--- src/rtl/regfile_arbiter.sv ---
// Shares the single register-file port between a two-operand fetch sequencer and
// a writeback requester, with bounded write starvation and r0 held at zero.
module regfile_arbiter #(
  parameter int DW         = 33,
  parameter int SW         = 6,
  parameter int MAX_WSTALL = 3
) (
  input  logic          clk,
  input  logic          rst,
  input  logic          op_valid,
  output logic          op_ready,
  input  logic [SW-1:0] op_rs_a,
  input  logic [SW-1:0] op_rs_b,
  output logic          res_valid,
  input  logic          res_ready,
  output logic [DW-1:0] res_a,
  output logic [DW-1:0] res_b,
  input  logic          wr_valid,
  output logic          wr_ready,
  input  logic [SW-1:0] wr_sel,
  input  logic [DW-1:0] wr_data,
  output logic [SW-1:0] rf_rsel,
  output logic [SW-1:0] rf_wsel,
  output logic [DW-1:0] rf_wdata,
  output logic          rf_wen,
  input  logic [DW-1:0] rf_rdata
);

  typedef enum logic [2:0] {IDLE, ISSUE_A, ISSUE_B, LAST, RESP} state_t;

  state_t        state;
  logic [SW-1:0] rs_a_q;
  logic [SW-1:0] rs_b_q;
  logic [1:0]    wstall;
  logic          a_pend;
  logic          issuing;
  logic          force_read;
  logic          wgrant;
  logic          rd_issue;

  // Select 0 and anything at or above 32 behave as a hard-wired zero register.
  function automatic logic sel_invalid(input logic [SW-1:0] s);
    return (s == '0) || s[5];
  endfunction

  assign issuing    = (state == ISSUE_A) || (state == ISSUE_B);
  assign force_read = issuing && (wstall == 2'(MAX_WSTALL));
  assign wr_ready   = ~rst & ~force_read;
  assign wgrant     = wr_valid & wr_ready;
  assign rd_issue   = issuing & ~wgrant;
  assign op_ready   = ~rst & (state == IDLE);

  assign rf_wen   = wgrant & ~sel_invalid(wr_sel);
  assign rf_wsel  = wgrant ? wr_sel : '0;
  assign rf_wdata = wgrant ? wr_data : '0;
  assign rf_rsel  = (state == ISSUE_A) ? rs_a_q :
                    (state == ISSUE_B) ? rs_b_q : '0;

  // Operand selects are plain data and need no reset.
  always_ff @(posedge clk) begin
    if (op_valid && op_ready) begin
      rs_a_q <= op_rs_a;
      rs_b_q <= op_rs_b;
    end
  end

  always_ff @(posedge clk or posedge rst) begin
    if (rst) begin
      state     <= IDLE;
      res_valid <= 1'b0;
      res_a     <= '0;
      res_b     <= '0;
      wstall    <= 2'd0;
      a_pend    <= 1'b0;
    end else begin
      a_pend <= (state == ISSUE_A) && rd_issue;
      wstall <= (issuing && wgrant) ? wstall + 2'd1 : 2'd0;
      case (state)
        IDLE:    if (op_valid) state <= ISSUE_A;
        ISSUE_A: if (rd_issue) state <= ISSUE_B;
        ISSUE_B: begin
          // rf_rdata holds the A read only in the cycle right after it issued.
          if (a_pend) res_a <= sel_invalid(rs_a_q) ? '0 : rf_rdata;
          if (rd_issue) state <= LAST;
        end
        LAST: begin
          res_b     <= sel_invalid(rs_b_q) ? '0 : rf_rdata;
          res_valid <= 1'b1;
          state     <= RESP;
        end
        RESP: begin
          if (res_ready) begin
            res_valid <= 1'b0;
            state     <= IDLE;
          end
        end
        default: state <= IDLE;
      endcase
    end
  end

endmodule

--- config.mk ---
export PLATFORM = sky130hd
export DESIGN_NAME = regfile_arbiter
export DESIGN_NICKNAME = d
export VERILOG_FILES = /design/src/rtl/regfile_arbiter.sv
export SDC_FILE = /design/constraint.sdc
export NUM_CORES = 1
export LEC_CHECK = 0
export CORE_ASPECT_RATIO = 0.75
export CORE_UTILIZATION = 30
export DETAILED_ROUTE_END_ITERATION = 10
export PLACE_DENSITY = 0.63
export SLEW_MARGIN = 20
export SYNTH_ARGS = -nofsm -noshare
export SYNTH_HDL_FRONTEND = slang
export SYNTH_SLANG_ARGS = --single-unit
export TNS_END_PERCENT = 10
--- constraint.sdc ---
create_clock -name clk -period 6 [get_ports clk]
set_clock_uncertainty 0.05 [all_clocks]
set_input_delay 1.8 -clock clk [delete_from_list [all_inputs] [get_ports clk]]
set_output_delay 1.8 -clock clk [all_outputs]
set_load 0.02 [all_outputs]
Word level (Yosys, flattened, before mapping)
Index checks and enable logic that the tools add are counted.
{"block": "classes", "addsub": 1, "reduce_logical": 16, "n_eq_ne": 9, "bitwise": 9, "muxes": 14}
{"op": "two-way mux 33 bit", "count": 3}
{"op": "zero test 6 bit", "count": 3}
{"op": "two-way mux 6 bit", "count": 3}
{"op": "one-hot mux 3 bit (5 select lines)", "count": 1}
{"op": "two-way mux 3 bit", "count": 4}
{"op": "!= test 2 bit, second input constant", "count": 4}
{"op": "equality test 3 x 2 -> 1 bit, second input constant", "count": 2}
{"op": "bitwise AND 1 bit", "count": 5}
{"op": "logical AND 1 bit", "count": 4}
{"op": "logical OR 1 bit", "count": 4}
{"op": "NOT 1 bit", "count": 4}
{"op": "AND reduction 2 bit", "count": 2}
{"op": "AND reduction 4 bit", "count": 1}
{"op": "equality test 3 x 1 -> 1 bit, second input constant", "count": 1}
{"op": "equality test 3 bit, second input constant", "count": 1}
{"op": "zero test 3 bit", "count": 1}
{"op": "adder 2 x 1 -> 2 bit, second input constant", "count": 1}
{"op": "equality test 2 bit, second input constant", "count": 1}
{"op": "two-way mux 2 bit", "count": 1}
{"op": "one-hot mux 1 bit (2 select lines)", "count": 1}
{"op": "nonzero test 2 bit", "count": 1}
{"op": "two-way mux 1 bit", "count": 1}
{"block": "word_totals", "output_inout_bits": 115, "wordCells": 57, "in_bits": 89, "register_bits": 85}

Longest topological paths before layout
Gate-level depths: netlist of the first run.
{"block": "depth", "word_depth": 10, "depth_mapped": 6, "mapped_depth_nobuf": 4}

Worst setup path after synthesis of the first run
No wires, ideal clock.
{"block": "synth_path", "kind": "input-to-output", "start": "input port rst", "end": "output port rf_wen", "path_slack_ns": 1.451, "cell_stages": 2, "required_time_ns": 4.150, "path_buffers": 0, "arrival_time_ns": 2.699, "cell_sequence": "a311oi_4 -> nor3b_1"}
{"block": "synth_between", "elab_chain_len": 4}
{"element": "start, declared", "line": "9", "source": "input logic rst,"}
{"element": "NOT 1 bit", "line": "48", "source": "assign wr_ready = ~rst & ~force_read;"}
{"element": "bitwise AND 1 bit", "line": "48"}
{"element": "bitwise AND 1 bit", "line": "49", "source": "assign wgrant = wr_valid & wr_ready;"}
{"element": "bitwise AND 1 bit", "line": "53", "source": "assign rf_wen = wgrant & ~sel_invalid(wr_sel);"}
{"element": "end, declared", "line": "25", "source": "output logic rf_wen,"}
No other way between the ends.

Final worst setup path of the first run
Ends and elaborated chain as after synthesis.

==> results of run 1 <==
registers in the layout, summed over array words and instances (netlist names):
name / cells
res_valid: 1
a_pend: 1
wstall: 2
rs_a_q: 6
res_b: 33
res_a: 33
state: 3
rs_b_q: 6
worst max-delay path, cell delays in order:
cell	delay, ns
clkdlybuf4s50_1	0.53
a311oi_4	0.35
buf_12	0.21
nor3b_1	0.20
clkdlybuf4s50_1	0.64
through the flow:
step / hold slack, ns / area [um2] / std cells / power (uW)
global route: 0.446 / 6250 / 727 / 3040
global placement: 0.410 / 5940 / 711 / 2290
finish: 0.426 / 6250 / 727 / 2870
floorplan: 0.477 / 3800 / 368 / 1660
detailed placement: 0.416 / 5940 / 711 / 2310
CTS: 0.429 / 6250 / 727 / 2900
routing by layer:
metal | wire length, um | vias to the layer above | track usage, %
li1 | - | 1620 | -
met1 | 5120 | 1550 | 22.7
met2 | 4820 | 132 | 26.5
met3 | 723 | 13 | 6.32
met4 | 118 | 0 | 4.11
met5 | 0 | - | 0
power breakdown:
part	internal (uW)	switching (uW)	total [uW]
sequential	821	156	978
combinational	615	694	1310
clock	351	229	580
total	1790	1080	2870
cells by family after synthesis:
family,count (synthesis)
and+or+nand+nor,135
DFF,85
AOI/OAI and AO/OA,80
adders and majority gates,1
xor gates and xnor gates,1
buffers and inverters,66
layout by cell type, fill, tap and decap left out, types with 2 or more instances in the layout:
cell type,Yosys,layout
nand2_1,68,68
dfrtp_1,73,73
clkinvlp_4,0,2
or4_1,4,4
buf_4,3,2
nor2_1,11,11
clkbuf_16,0,10
inv_6,0,2
inv_1,37,36
clkdlybuf4s50_1,0,203
a21oi_1,4,4
o21bai_4,0,2
nor2b_1,2,2
o31ai_1,66,66
edfxtp_1,12,12
a22oi_1,6,6
and2_1,41,41
nand3b_1,2,2
worst max path at each step:
stage          start     end  cells after the start
2_1_floorplan    rst  rf_wen                      2
3_3_place_gp     rst  rf_wen                      5
3_5_place_dp     rst  rf_wen                      5
4_1_cts          rst  rf_wen                      5
5_1_grt          rst  rf_wen                      5
6_report         rst  rf_wen                      5
cell type report:
type | instances | area, um2
fill | 1101 | 6050
clock inverter | 5 | 62.6
tap | 166 | 208
sequential | 85 | 2190
timing repair buffer | 206 | 2070
inverter | 37 | 140
multi-input combinational | 217 | 1340
clock buffer | 11 | 254
==> impl_metrics.yaml, run 1 <==
run_status:
  status: "complete, no violations"
hold_path:
  hold_start: "res_b[16]$_DFFE_PP0P_"
  min_path_cells: 2
  min_to: "res_b[16]$_DFFE_PP0P_"
  hp-class: "reg2reg"
global_routing:
  grt_pass1_wl_um: 17400
  grt_pass1_vias: 3345
  overflow: 0
  antenna_found_initial: 0
  grt_max_degree: 67
  track_usage_pct: 17.1
synthesis:
  avgSynthCellArea_um2: 10.3
  synth_compound_area_share_pct: 16.3
  yosysWarnings: 0
  synth_common_cells: "73 x dfrtp_1, 68 x nand2_1, 66 x o31ai_1, 41 x and2_1, 37 x inv_1"
  yosysMostFrequentCell: "dfrtp_1"
  synth_xor_area_share_pct: 0.231
  synth_top_family_by_area: "simple AND/OR/NAND/NOR gates"
  ys_seq_elements: 85
  synthAdderAreaFrac_pct: 0.330
  synth-seq-area-share_pct: 57.6
  synthMuxAreaShare_pct: 0
  netlist.area_leader.share_pct: 48.1
  synth_cells: 368
  synth-edff-count: 12
  async_flop_share_pct: 85.9
  synth_simple_gate_area_share_pct: 17.5
  synth_ff_type: "dfrtp_1"
  synthTopCellsByArea: "dfrtp_1 48%, o31ai_1 13%, edfxtp_1 9.5%"
  syn_area_um2: 3800
  synth_top_area_cell: "dfrtp_1"
  syn_nets: 458
  synth_cell_types: 30
floorplanning:
  start_util_pct: 30.8
  core_area_um2: 12300
  die_h_um: 99.4
  rows: 35
  die_w_um: 132
  ios: 204
  die_area_um2: 13100
final_layout:
  antennaDiodeCount: 0
  layout.nets: 646
  post-route-util_pct: 50.8
  drive_gt1_share_pct: 4.28
  area_growth_pct: 64.7
sta:
  slew_headroom_pct: 33.5
  hold_violations: 0
  tightest_slew_ns: 0.995
  drv_slew: 0
  setup_violations: 0
  tns_ns: 0
  setup_ws_ns: 0.404
  fmax_ghz: 0.179
  rsz0062_at_grt: "false"
  period_minus_slack_ns: 5.60
  fin_crit_sh_pct: 93.3
placed_design:
  port_buffers: 203
  post-place-ws_ns: 0.410
  gp_congestion: 0.835
  dp_hpwl_um: 7680
power_and_ir_drop:
  ir_drop_mv: 0.231
  p_leak_uw: 0.00266
  p_per_area_nw_per_um2: 458
routing:
  firstDrtPassIters: 4
  drc_errors: 0
  num_vias: 3315
  routedWlPerCell_um: 14.8
  vias_per_cell: 4.56
  routed_wl_um: 10800
  ant_nets: 0
  drt_iter0_drc: 186
critical_path:
  crit_path_start_kind: "input port"
  cp_max_fo: 43
  cp_data_required_time_ns: 4.15
  crit_path_end_kind: "primary output"
  worstSetupPathType: "in2out"
  reg2reg_from: "state[2]$_DFFE_PP0P_"
  reg2reg_slack_ns: 3.79
  reg2reg_depth: 2
  r2r-end: "res_a[17]$_DFFE_PP0P_"
  crit_arrival_ns: 3.75
job:
  maxCapViolations: 0
clocking:
  clockBufferDepth: 2
  cts_tree: "yes"
  cts_root_buf: "clkbuf_16"
  clock_sinks: 85
  clk_pin_slew_worst_paths_ns: 0.07
  post_cts_buffers: 0
  cts_resized: 0
  htreeDepth: 3
  cts_made_buffers: 9
  hold_buffers: 0
  insertion_delay_ns: 0.34
Note: power is estimated with default switching activity, not from simulation.
==> run 2, diff against run 1 <==
Settings changed: HOLD_SLACK_MARGIN set to 0.06, TNS_END_PERCENT 10 to 20.
==> results of run 2 <==
No change in the layout: final DEF, timing and power equal those of run 1.
